`src/rtl/pali_pkg.sv`:
```
// Palindrome generator shared types.
// FSM states and half-word width helpers.
package pali_pkg;

  typedef enum logic [1:0] {
    IDLE = 2'd0,
    RUN  = 2'd1,
    DONE = 2'd2
  } state_e;

  // Width of the free upper half of a W-bit palindrome.
  function automatic int half_w(input int w);
    return (w + 1) / 2;
  endfunction

  // Number of low bits that mirror the upper half.
  function automatic int mirror_w(input int w);
    return w / 2;
  endfunction

endpackage

```
`src/rtl/pali_mirror.sv`:
```
// Palindrome word builder.
// Places h in the top bits and reflects it into the low bits.
module pali_mirror
  import pali_pkg::*;
#(
  parameter  int W = 3,
  localparam int H = half_w(W)
) (
  input  logic [H-1:0] h,
  output logic [W-1:0] word
);

  localparam int L = mirror_w(W);

  // Upper half is h; bit i copies bit W-1-i, which is h[H-1-i].
  always_comb begin
    word = '0;
    word[W-1 -: H] = h;
    for (int i = 0; i < L; i++) begin
      word[i] = h[H-1-i];
    end
  end

endmodule

```
`src/rtl/pali_gen.sv`:
```
// Palindrome generator with valid/ready output.
// Enumerates all W-bit palindromes or emits one from a seed.
module pali_gen
  import pali_pkg::*;
#(
  parameter  int W = 3,
  localparam int H = half_w(W)
) (
  input  logic         clk,
  input  logic         rst,
  input  logic         start,
  input  logic         mode,
  input  logic [H-1:0] seed,
  input  logic         out_ready,
  output logic         out_valid,
  output logic [W-1:0] out_data,
  output logic         busy,
  output logic         done,
  output logic [H:0]   count
);

  state_e       state_q, state_d;
  logic [H-1:0] h_q, h_d;
  logic         mode_q, mode_d;
  logic [H:0]   count_q, count_d;
  logic         xfer;
  logic         last;
  logic [W-1:0] word;

  pali_mirror #(
    .W (W)
  ) u_mirror (
    .h    (h_q),
    .word (word)
  );

  assign xfer = out_valid & out_ready;
  // Seeded runs end after one word; enumeration stops at all-ones.
  assign last = mode_q | (&h_q);

  // State register with synchronous reset.
  always_ff @(posedge clk) begin
    if (rst) begin
      state_q <= IDLE;
      h_q     <= '0;
      mode_q  <= 1'b0;
      count_q <= '0;
    end else begin
      state_q <= state_d;
      h_q     <= h_d;
      mode_q  <= mode_d;
      count_q <= count_d;
    end
  end

  // Next-state: accept start in IDLE, step h on each transfer.
  always_comb begin
    state_d = state_q;
    h_d     = h_q;
    mode_d  = mode_q;
    count_d = count_q;
    unique case (state_q)
      IDLE: begin
        if (start) begin
          state_d = RUN;
          mode_d  = mode;
          count_d = '0;
          h_d     = mode ? seed : '0;
        end
      end
      RUN: begin
        if (xfer) begin
          count_d = count_q + 1'b1;
          if (last) begin
            state_d = DONE;
          end else begin
            h_d = h_q + 1'b1;
          end
        end
      end
      DONE: begin
        state_d = IDLE;
      end
      default: begin
        state_d = IDLE;
      end
    endcase
  end

  // Outputs decode directly from the registered state.
  always_comb begin
    out_valid = (state_q == RUN);
    out_data  = out_valid ? word : '0;
    busy      = (state_q == RUN);
    done      = (state_q == DONE);
    count     = count_q;
  end

endmodule
```
`config.mk`:
```
export PLATFORM = sky130hd
export DESIGN_NAME = pali_gen
export DESIGN_NICKNAME = d
export VERILOG_FILES = /design/src/rtl/pali_pkg.sv /design/src/rtl/pali_mirror.sv /design/src/rtl/pali_gen.sv
export SDC_FILE = /design/constraint.sdc
export NUM_CORES = 1
export LEC_CHECK = 0
export CORE_AREA = 2 2 39 41
export CTS_CLUSTER_DIAMETER = 100
export CTS_CLUSTER_SIZE = 16
export DETAILED_ROUTE_END_ITERATION = 10
export DIE_AREA = 0 0 41 43
export PLACE_DENSITY = 0.68
export SLEW_MARGIN = 20
export SYNTH_ARGS = -nofsm -noshare
export SYNTH_HDL_FRONTEND = slang
export SYNTH_SLANG_ARGS = --single-unit
```
`constraint.sdc`:
```
create_clock -name clk -period 1.2 [get_ports clk]
set_clock_uncertainty 0.05 [all_clocks]
set_input_delay 0.12 -clock clk [delete_from_list [all_inputs] [get_ports clk]]
set_output_delay 0.12 -clock clk [all_outputs]
set_load 0.1 [all_outputs]
```
==> metrics.yaml <==
synth:
  syn_inst: 50
  synth_compound_area_share_pct: 20.4
  async_flop_share_pct: 0
  synthMuxAreaShare_pct: 2.36
  synth-edff-count: 0
  synth_warnings: 0
  synthFlopType: "dfxtp_1"
  synthAdderAreaFrac_pct: 5.24
  seq_area_frac_synth_pct: 33.5
  synth_top_family_by_area: "simple AND/OR/NAND/NOR gates"
  syn_area_per_cell_um2: 9.56
  synth.distinct_cells: 24
  synth_xor_area_share_pct: 0
  syn_area_um2: 478
  synth_nets: 59
  yosys.area_share.simple_pct: 31.2
  synth-seq-cells: 8
sta:
  fmax_ghz: 0.781
  finalSetupTns_ns: -0.543
  whs_ns: 0.459
  relSlewSlack_pct: 73.9
  worst_pin_slew_ns: 0.390
  layout_setup_ws_ns: -0.0809
  finalSetupViolations: 10
  layout_min_cycle_time_ns: 1.28
  rsz0062_at_grt: "true"
  post-route-period-util_pct: 107
  final-hold-violation-count: 0
  final_max_slew_viol_count: 0
worst_setup_path:
  rr_worst_depth: 5
  r2r_end: "count[2]"
  regToRegSetupSlack_ns: -0.05
  r2r_start: "state_q[0]"
  critical_path_class: "reg -> out"
  crit_path_end_kind: "output port"
  start_kind: "flop"
  critPathArrivalTime_ns: 1.11
  critPathMaxFanout: 4
  cp.required_ns: 1.03
placement:
  portBuffers: 15
  place_ws_ns: -0.201
  place_hpwl_um: 923
  routabilityCongestion: 0.680
route:
  vias: 477
  wl_per_cell_um: 12.7
  drtIter0Drc: 17
  ant_nets: 0
  wl_mm: 1.21
  drc: 0
  dr.pass1.iters: 4
  viasPerCell: 5.02
global_routing:
  grt_max_degree: 9
  grt_usage_pct: 16.2
  grt_busiest_layer: "met2"
  use_met3_pct: 4.71
  grt_pass1_wl_mm: 1.88
  antenna_found_initial: 0
  gr-total-overflow: 0
  met2_usage_pct: 26.6
  first_global_vias: 438
  use_met1_pct: 17.9
hold_path:
  holdPathEnd: "count[1]"
  hold_start: "count[1]"
  hold_class: "reg -> reg"
  min_path_cells: 2
cells_and_area:
  area_delta_synth_final_pct: 91.1
  fillers: 104
  final_common_cell: "buf_4"
  fin_nets: 89
  diodes: 0
  mostFrequentLayoutCells: "buf_4 (12), buf_12 (9), clkdlybuf4s50_1 (6)"
  final_layout_size_suffix_gt1_share_pct: 64.6
clock_tree:
  cts_num_sinks: 8
  cts_htree_levels: 1
  cts_tree: "done"
  cts_buffer_depth: 2
  cts_buffers: 3
  clkLatencyLatePin_ns: 0.26
  clock-root-buffer: "clkbuf_4"
  clkTransAtPathRegs_ns: 0.06
floorplan:
  core_area_um2: 1380
  dieArea_um2: 1760
  io_pins: 16
  rows: 14
  die_width_um: 41
  die_h_um: 43
  initial_utilization_pct: 34.5
run_status:
  violations: "negative setup slack"
  run_status: "finished with violations"
flow_run:
  max_cap_viol_count: 0
power_and_ir_drop:
  peakVddDrop_uv: 460
  powerDensity_nw_per_um2: 974
  leakage_nw: 0.356
## layer usage
metal	up-vias	part of all wire, %
met2	16	52
met1	228	42
met3	2	4.9
met4	0	1.2
met5	-	0
li1	231	-
## state kept, by name (all words and copies together), names as in the netlist
register / count
count: 3
h_q: 2
state_q: 2
mode_q: 1
## power by group
group	switching (mW)	internal, mW
Clock	0.0922	0.127
Sequential	0.0187	0.280
Combinational	0.199	0.172
Total	0.310	0.580
## worst max-delay path by stage
stage                from          end  slack, ns
6_report       state_q[1]  out_data[0]      -0.08
5_1_grt        state_q[1]  out_data[0]      -0.10
4_1_cts        state_q[0]         busy      -0.15
2_1_floorplan  state_q[0]  out_data[2]      -0.24
3_3_place_gp    out_ready       h_q[0]      -0.16
3_5_place_dp    out_ready     count[2]      -0.20
## synthesized netlist by cell type, types with 2 or more instances
cell	count	area (um^2)
a211oi_2	2	25.0
o21ai_1	2	10.0
nor3_1	2	10.0
ha_1	2	25.0
dfxtp_1	8	160
nand4b_1	2	17.5
nand2_1	6	22.5
nor2_1	5	18.8
and2_1	2	12.5
nand2b_4	2	27.5
a21oi_1	3	15.0
buf_4	2	15.0
## timing repair
action                     4_1_cts  5_1_grt
pin swaps                       10        5
hold buffers                     0        0
buffers inserted                 4        0
gates resized for setup          8        5
setup endpoints to repair        9       12
## area by class of cell
class | count | area, um^2 | area share [%]
repair buffers | 29 | 353 | 38.6
multi-input cells | 37 | 322 | 35.2
flip-flops and latches | 8 | 176 | 19.3
clock buffers | 4 | 26.3 | 2.88
well taps | 16 | 20.0 | 2.19
inverters | 1 | 16.3 | 1.78
## kinds of logic (layout without fill, tap and decap cells)
logic type | count (synthesis) | in the layout
flops | 8 | 8
mux | 1 | 1
fa+ha+maj | 2 | 2
simple gates | 22 | 22
buf+inv | 5 | 34
compound gates | 12 | 12
## through the flow
step	instances	instance area, um^2	utilization (%)	total power, mW
final	95	913	66.0	0.890
after global routing	95	913	66.0	0.932
after CTS	96	918	66.4	0.905
after detailed placement	88	838	60.6	0.651
after global placement	88	838	60.6	0.645
after floorplan	50	520	-	0.512
## worst max-delay path: stages, from the launching register on
cell and delay [ns]:
dfxtp_2 0.32, nand2b_4 0.16, clkinv_8 0.05, and2_4 0.16
buf_12 0.17
Power figures use the tool's default switching activity.
